--- config.mk ---
export PLATFORM = sky130hd
export DESIGN_NAME = hilo_mdu
export DESIGN_NICKNAME = d
export VERILOG_FILES = /design/src/rtl/hilo_mdu.sv
export SDC_FILE = /design/constraint.sdc
export NUM_CORES = 2
export LEC_CHECK = 0
export ABC_AREA = 1
export BUFFER_PORTS_ARGS = -buffer_cell sky130_fd_sc_hd__buf_2
export CAP_MARGIN = 20
export CORE_AREA = 2 2 478 290
export DETAILED_ROUTE_END_ITERATION = 12
export DIE_AREA = 0 0 480 292
export SLEW_MARGIN = 20
export SYNTH_ARGS = -nofsm -noshare
export SYNTH_HDL_FRONTEND = slang
export SYNTH_SLANG_ARGS = --single-unit
--- constraint.sdc ---
create_clock -name i_clk -period 18.4 [get_ports i_clk]
set_input_delay 3.68 -clock i_clk [delete_from_list [all_inputs] [get_ports i_clk]]
set_output_delay 3.68 -clock i_clk [all_outputs]
set_load 0.02 [all_outputs]
--- src/rtl/hilo_mdu.sv ---
// HI/LO multiply/divide unit for the EX stage: multi-cycle MULT/MULTU and
// restoring radix-2 DIV/DIVU, plus MTHI/MTLO writes and a combinational HI/LO read.
module hilo_mdu #(
  parameter int MUL_CYCLES = 4
) (
  input  logic        i_clk,
  input  logic        i_rst,
  input  logic        i_start,
  input  logic [2:0]  i_op,
  input  logic [31:0] i_A,
  input  logic [31:0] i_B,
  input  logic        i_flush,
  input  logic        i_hilo_sel,
  output logic        o_busy,
  output logic [31:0] o_RHLOut
);

  typedef enum logic [1:0] {S_IDLE, S_MUL, S_DIV, S_FIX} state_t;

  state_t      r_state;
  logic [5:0]  r_cnt;
  logic [31:0] r_hi, r_lo;
  logic [31:0] r_opa, r_opb;   // MUL: operands; DIV: quotient shift reg / divisor
  logic [31:0] r_rem;
  logic        r_sgn, r_sa, r_sb, r_dz, r_busy;

  logic [63:0] w_ax, w_bx, w_prod;
  logic [32:0] w_trial;
  logic [31:0] w_quo_fix, w_rem_fix, w_mag_a, w_mag_b;
  logic        w_sa, w_sb;

  // Sign-extend only for MULT; the low 64 bits of the product are then
  // correct for both signed and unsigned operands.
  assign w_ax   = {{32{r_sgn & r_opa[31]}}, r_opa};
  assign w_bx   = {{32{r_sgn & r_opb[31]}}, r_opb};
  assign w_prod = w_ax * w_bx;

  assign w_sa    = ~i_op[0] & i_A[31];
  assign w_sb    = ~i_op[0] & i_B[31];
  assign w_mag_a = w_sa ? (32'd0 - i_A) : i_A;
  assign w_mag_b = w_sb ? (32'd0 - i_B) : i_B;

  assign w_trial   = {r_rem, r_opa[31]} - {1'b0, r_opb};
  assign w_quo_fix = (r_sa ^ r_sb) ? (32'd0 - r_opa) : r_opa;
  assign w_rem_fix = r_sa ? (32'd0 - r_rem) : r_rem;

  assign o_busy   = r_busy;
  assign o_RHLOut = i_hilo_sel ? r_hi : r_lo;

  always_ff @(posedge i_clk) begin
    if (i_rst) begin
      r_state <= S_IDLE;
      r_cnt   <= '0;
      r_hi    <= '0;
      r_lo    <= '0;
      r_opa   <= '0;
      r_opb   <= '0;
      r_rem   <= '0;
      r_sgn   <= 1'b0;
      r_sa    <= 1'b0;
      r_sb    <= 1'b0;
      r_dz    <= 1'b0;
      r_busy  <= 1'b0;
    end else begin
      case (r_state)
        S_IDLE: begin
          if (i_start && !i_flush) begin
            case (i_op)
              3'b000, 3'b001: begin
                r_opa   <= i_A;
                r_opb   <= i_B;
                r_sgn   <= ~i_op[0];
                r_cnt   <= 6'd1;
                r_state <= S_MUL;
                r_busy  <= 1'b1;
              end
              3'b010, 3'b011: begin
                r_opa   <= w_mag_a;
                r_opb   <= w_mag_b;
                r_rem   <= '0;
                r_sa    <= w_sa;
                r_sb    <= w_sb;
                r_dz    <= (i_B == 32'd0);
                r_cnt   <= '0;
                r_state <= S_DIV;
                r_busy  <= 1'b1;
              end
              3'b100:  r_hi <= i_A;
              3'b101:  r_lo <= i_A;
              default: ;
            endcase
          end
        end
        S_MUL: begin
          if (i_flush) begin
            r_state <= S_IDLE;
            r_busy  <= 1'b0;
          end else if (r_cnt == 6'(MUL_CYCLES)) begin
            r_hi    <= w_prod[63:32];
            r_lo    <= w_prod[31:0];
            r_state <= S_IDLE;
            r_busy  <= 1'b0;
          end else begin
            r_cnt <= r_cnt + 6'd1;
          end
        end
        S_DIV: begin
          if (i_flush) begin
            r_state <= S_IDLE;
            r_busy  <= 1'b0;
          end else begin
            // One restoring step: keep the trial remainder if it did not go negative.
            if (!w_trial[32]) begin
              r_rem <= w_trial[31:0];
              r_opa <= {r_opa[30:0], 1'b1};
            end else begin
              r_rem <= {r_rem[30:0], r_opa[31]};
              r_opa <= {r_opa[30:0], 1'b0};
            end
            if (r_cnt == 6'd31) r_state <= S_FIX;
            r_cnt <= r_cnt + 6'd1;
          end
        end
        S_FIX: begin
          if (!i_flush && !r_dz) begin
            r_lo <= w_quo_fix;
            r_hi <= w_rem_fix;
          end
          r_state <= S_IDLE;
          r_busy  <= 1'b0;
        end
        default: begin
          r_state <= S_IDLE;
          r_busy  <= 1'b0;
        end
      endcase
    end
  end

endmodule
* After elaboration in Yosys (flattened, before gate mapping)
Cells that the tools add are included.
** Operators by class
- Equality and inequality tests :: 24
- Multiplexer cells :: 47
- Reduce and logical (&&, ||, !) cells :: 24
- Bitwise operators :: 6
- Add/subtract/negate cells :: 6
- Multipliers :: 1
** Operator list (count)
- 2-to-1 mux 32 bit :: 21
- one-hot mux 32 bit (2 select lines) :: 4
- one-hot mux 32 bit (3 select lines) :: 2
- subtractor 1 x 32 -> 32 bit, first input constant :: 4
- multiplier 33 x 33 -> 64 bit :: 1
- subtractor 33 x 32 -> 33 bit :: 1
- logical NOT 32 bit :: 1
- 2-to-1 mux 6 bit :: 4
- one-hot mux 6 bit (3 select lines) :: 1
- AND reduction 6 bit :: 3
- != test 2 bit, second input constant :: 8
- AND reduction 4 bit :: 4
- one-hot mux 6 bit (2 select lines) :: 1
- 2-to-1 mux 2 bit :: 5
- AND reduction 3 bit :: 3
- one-hot mux 2 bit (4 select lines) :: 1
- adder 6 x 1 -> 6 bit, second input constant :: 1
- == test 3 x 2 -> 1 bit, second input constant :: 2
- == test 3 bit, second input constant :: 2
- == test 6 x 3 -> 1 bit, second input constant :: 1
- == test 6 x 5 -> 1 bit, second input constant :: 1
- 2-to-1 mux 1 bit :: 6
- != test 2 x 1 -> 1 bit, second input constant :: 3
- != test 3 bit, second input constant :: 2
- 17 further kinds :: 26
** Storage, ports and cells
- Bits of input ports :: 72
- Word-level logic and storage cells :: 120
- Bits in registers :: 173

* Logic depth before layout (Yosys ltp)
- Depth after elaboration :: 6
- Mapped depth :: 35
- Gate-level depth less buffers :: 33

* Worst setup path before layout
Ideal clock, no wire load.
- Path type :: input port to output port
- Start point :: in i_hilo_sel
- End point :: out o_RHLOut[10]
- Stages on the path :: 3
- Slack :: 10.075 ns
- Buffers on the path :: 2
- Data required time :: 14.720 ns
- Data arrival time :: 4.645 ns
- Cells stage by stage :: clkbuf_1 > clkbuf_1 > mux2_2
** On the way
- Cells in the longest elaborated chain, start to end :: 1
** RTL lines
- from (decl) :: line 13 : input logic i_hilo_sel,
- 2-to-1 mux 32 bit :: line 48 : assign o_RHLOut = i_hilo_sel ? r_hi : r_lo;
- to (decl) :: line 15 : output logic [31:0] o_RHLOut
No other way between the ends.

* Worst setup path after layout
- Start point :: reg r_opa[31]
- End point :: reg r_hi[21]
** On the way
- Cells in the longest elaborated chain, start to end :: 5
** RTL lines
- from (decl) :: line 23 : logic [31:0] r_opa, r_opb;
- from (signal assigned) :: line 70 : r_opa <= i_A;
- from (signal assigned) :: line 78 : r_opa <= w_mag_a;
- from (signal assigned) :: line 115 : r_opa <= {r_opa[30:0], 1'b1};
- AND 1 bit :: line 34 : assign w_ax = {{32{r_sgn & r_opa[31]}}, r_opa};
- multiplier 33 x 33 -> 64 bit * :: line 36 : assign w_prod = w_ax * w_bx;
- 2-to-1 mux 32 bit * :: line 98 : end else if (r_cnt == 6'(MUL_CYCLES)) begin
- 2-to-1 mux 32 bit * :: line 95 : if (i_flush) begin
- one-hot mux 32 bit (3 select lines) * :: line 65 : case (r_state)
- to (signal assigned) :: line 88 : 3'b100: r_hi <= i_A;
- to (signal assigned) :: line 99 : r_hi <= w_prod[63:32];
- to (signal assigned) :: line 127 : r_hi <= w_rem_fix;
- to (decl) :: line 22 : logic [31:0] r_hi, r_lo;
Every way passes the cells marked *; elsewhere a longest branch is shown, timed or not. The select of a mux whose other input is x is not followed.
A chain may end at the register's enable or synchronous reset.

==> results.md <==
Outcome:
- The flow ran to the end, and the final reports show no timing, DRC or antenna violations.

GRT:
- Global routing consumed, over all layers together, 29.8% of the routing resources.
- The number of global-route vias before repair is 48371.
- For this run the aggregate overflow at the end of global routing stands at 0.
- The largest net degree at the start of global routing is 73.
- The number of antenna violations at the first check in global routing is 14.
- The first global-routing pass estimated 313000 um of wire.

Timing:
- The part of the cycle the worst path needs is 48.6%.
- The number of pins with negative max-slew slack in the final report came to 0.
- The smallest setup slack after layout is 9.46 ns.
- Setup repair after global routing left no endpoint under its margin.
- The slew at the pin closest to its max-slew limit is 1.25 ns.
- The worst-case clock skew is 0.0242 ns.
- The number of hold-slack violations in the final timing report was 0.
- The worst hold slack across all endpoints is 0.472 ns.
- For this run, the top clock speed supported by timing is 0.112 GHz.
- The clock period minus worst slack is 8.94 ns.
- The tightest slew margin relative to the limit is 16.9%.
- Adding up every negative setup slack in the final design gives 0 ns.
- Setup violations remaining at the end of the flow were counted as 0.

Logic synthesis:
- The area of the mapped netlist is 0.0541 mm^2.
- In this run, synthesis inferred 0 flip-flops with an integrated enable.
- The gate count of the mapped netlist is 7457.
- In the synthesized netlist the async set-or-reset flop fraction comes to 0%.
- For this run, the register share of the synthesized area comes to 6.41%.
- Summed over all instances, the cell type with the most area after synthesis is sky130_fd_sc_hd__fa_1.
- The number of different library cells in the post-synthesis netlist is 55.
- For this run, the number of Yosys warnings is 0.
- The most instantiated flip-flop cell in the synthesis netlist is sky130_fd_sc_hd__dfxtp_1.
- In this run, synthesis produced a sequential element count of 173.
- The number of nets produced by synthesis is 8910.
- The most common cell in the synthesized netlist is sky130_fd_sc_hd__inv_1.
- Sorting the synthesized cells by area gives the leading types as sky130_fd_sc_hd__fa_1 42%, sky130_fd_sc_hd__inv_1 13%, sky130_fd_sc_hd__nand2_1 13%, sky130_fd_sc_hd__dfxtp_1 6.4%, sky130_fd_sc_hd__ha_1 5.9%.
- Sorting the synthesized cells by how often they occur yields 1930 x sky130_fd_sc_hd__inv_1, 1916 x sky130_fd_sc_hd__nand2_1, 1126 x sky130_fd_sc_hd__fa_1.
- The top-area cell type share of the netlist area is 41.7%.
- Each instance of the synthesized netlist takes up on average 7.25 um^2.

Clock tree:
- CTS built an H-tree with a depth of 4.
- The clock passes through at most 2 buffers.
- The number of CTS-inserted buffers is 17.
- The post-cts hold buffer count is 0.
- The clock net in this run drives a total of 173 sinks.
- The clock transition time at the flip-flop clock pins of the worst setup and hold paths is 0.08 ns.
- TritonCTS built the clock tree.
- Gates resized during post-CTS repair numbered 0.
- The buffer cell driving the clock tree root is sky130_fd_sc_hd__clkbuf_16.
- In this run the post-CTS setup repair buffer count came out at 0.
- The clock insertion delay at the later pin of the skew report is 0.50 ns.

Setup path:
- For the worst setup path, the data required time is 18.83 ns.
- STA classifies the critical path endpoint as a flip-flop.
- Grouping stages by cell kind, the critical path spends the most delay in adder cells.
- Counting both buffers and inverters, the worst setup path holds a total of 10.
- The stage delay of the slowest cell on the critical path is 0.87 ns.
- The critical path arrival is 9.37 ns.
- The start-to-end type of the worst setup path is flip-flop to flip-flop.
- The slowest cell on the critical path is sky130_fd_sc_hd__fa_1.
- The highest net fanout along the worst path is 39.
- The launching element type of the critical path is a flip-flop.

Power:
- The power per cell area is 76.9 mW/mm^2.
- The largest voltage drop on the vdd net is 93.2 uV.
- The leakage power is 30.9 nW.
- Power comes to 4.37 mW.

Floorplan:
- Pin placement for this block handled 105 I/O pins.
- The horizontal die dimension is 480 um.
- For this configuration, the core starts out at a cell density of 39.8%.
- In this run the standard cell core region covers 0.136 mm^2.
- The total number of placement rows is 105.
- From bottom edge to top edge, the die measures 292 um.
- The area of the die is 0.140 mm^2.

Placement:
- The post-place instance area is 0.0561 mm^2.
- The worst setup timing slack at the placement stage is 9.59 ns.
- The post-DP HPWL is 168000 um.
- Routability-driven placement finished with a final weighted congestion of 1.03.
- The number of I/O port buffers is 104.

Route:
- In the final routed layout, each cell accounts on average for 22.5 um.
- In this run the remaining antenna-violating nets after routing total 0.
- The detailed router finished its first iteration with 5691 violations.
- The detailed-route wire length is 206000 um.
- The vias per cell is 5.31.
- In the routed design, unresolved DRC markers number 0.
- The routed layout has 48538 vias.
- Before antenna repair, the detailed router went through 9 iterations.

Run:
- Max-cap violations in this run came to 0.

Cells and area:
- Of the cells placed in the final design, the portion with a size suffix greater than 1 is 4.86%.
- The layout net count is 8764.
- Compared with the post-synthesis result, the final layout area differs by 4.99%.
- The summed area of non-filler cells in the final layout is 0.0568 mm^2.
- The layout has 14148 filler cells.

Min path:
- The worst hold-check path type is flip-flop to flip-flop.
-- state kept, by name, indices dropped and copies added, names as in the netlist, 2 cells and up --
| signal | count |
|---|---|
| r_cnt | 6 |
| r_hi | 32 |
| r_lo | 32 |
| r_opa | 32 |
| r_opb | 32 |
| r_rem | 32 |
| r_state | 2 |
-- report_power, final --
part	switching [mW]	total (mW)	internal (mW)
Combinational	2.40	3.32	0.920
Sequential	0.168	0.655	0.487
Clock	0.195	0.389	0.194
Total	2.77	4.37	1.60
-- layout make-up --
| cell class | count | area (um^2) | area share [%] |
|---|---|---|---|
| multi-input cells | 4985 | 41900 | 73.8 |
| inverters | 1942 | 7290 | 12.8 |
| flip-flops and latches | 173 | 3490 | 6.16 |
| well taps | 1819 | 2280 | 4.01 |
| repair buffers | 192 | 1200 | 2.12 |
| clock buffers | 19 | 443 | 0.780 |
| clock inverters | 12 | 125 | 0.220 |
| diodes | 7 | 17.5 | 0.0309 |
-- cells in the final DEF (no fill, tap or decap), types with 22 or more instances in the layout --
master / netlist / layout
sky130_fd_sc_hd__a21oi_1: 318 / 318
sky130_fd_sc_hd__buf_2: 19 / 104
sky130_fd_sc_hd__buf_4: 4 / 87
sky130_fd_sc_hd__dfxtp_1: 173 / 148
sky130_fd_sc_hd__dfxtp_2: 0 / 25
sky130_fd_sc_hd__fa_1: 1126 / 1125
sky130_fd_sc_hd__ha_1: 255 / 254
sky130_fd_sc_hd__inv_1: 1930 / 1928
sky130_fd_sc_hd__mux2_2: 22 / 22
sky130_fd_sc_hd__nand2_1: 1916 / 1915
sky130_fd_sc_hd__nand3_1: 292 / 292
sky130_fd_sc_hd__nand4_1: 56 / 56
sky130_fd_sc_hd__nor2_1: 414 / 413
sky130_fd_sc_hd__nor3_1: 48 / 47
sky130_fd_sc_hd__o211ai_1: 28 / 28
sky130_fd_sc_hd__o21ai_0: 247 / 247
sky130_fd_sc_hd__o21bai_1: 22 / 22
sky130_fd_sc_hd__xnor2_1: 37 / 37
sky130_fd_sc_hd__xor2_1: 32 / 32
-- path summary, 6_finish.rpt --
check	from	end	slack, ns	cells after the start
setup / recovery	r_opa[31]	r_hi[21]	9.46	29
hold / removal	r_lo[6]	r_lo[6]	0.47	2
setup reg to reg	r_opa[31]	r_hi[21]	9.46	29
hold reg to reg	r_lo[6]	r_lo[6]	0.47	2
-- worst reg2reg max path: cells and delay by family (launching register included) --
| family | cells | cell delay (ns) |
|---|---|---|
| buffers and inverters | 10 | 1.86 |
| AO/OA/AOI/OAI | 1 | 0.17 |
| flip-flops | 1 | 0.32 |
| AND/OR/NAND/NOR | 9 | 1.63 |
| adder cells (fa/ha/maj) | 9 | 4.90 |
-- per-layer routing --
metal	track usage [%]	up-vias	routed length (um)
met5	0	-	80
met4	4.72	12	3390
met3	7.25	238	24200
met2	40.6	2584	79900
met1	47.6	24222	98700
li1	-	21482	-
-- cells by family (layout without fill, tap and decap cells) --
logic type               after synthesis  count (layout)  synth area share (%)
AO/OA/AOI/OAI                        706             706                  7.17
AND/OR/NAND/NOR                     2806            2806                  21.1
XOR/XNOR                              70              70                  1.15
adder cells (fa/ha/maj)             1381            1381                  47.6
other                                  0               7                     0
flip-flops                           173             173                  6.41
buffers and inverters               2299            2165                  16.1
multiplexers                          22              22                 0.458
-- metrics by stage --
step / instances / util (%)
final: 9149 / 41.8
after detailed placement: 9110 / 41.3
after global routing: 9142 / 41.8
after CTS: 9141 / 41.8
after global placement: 9110 / 41.3
after floorplan: 7457 / -
Note: power is estimated with default switching activity, not from simulation.
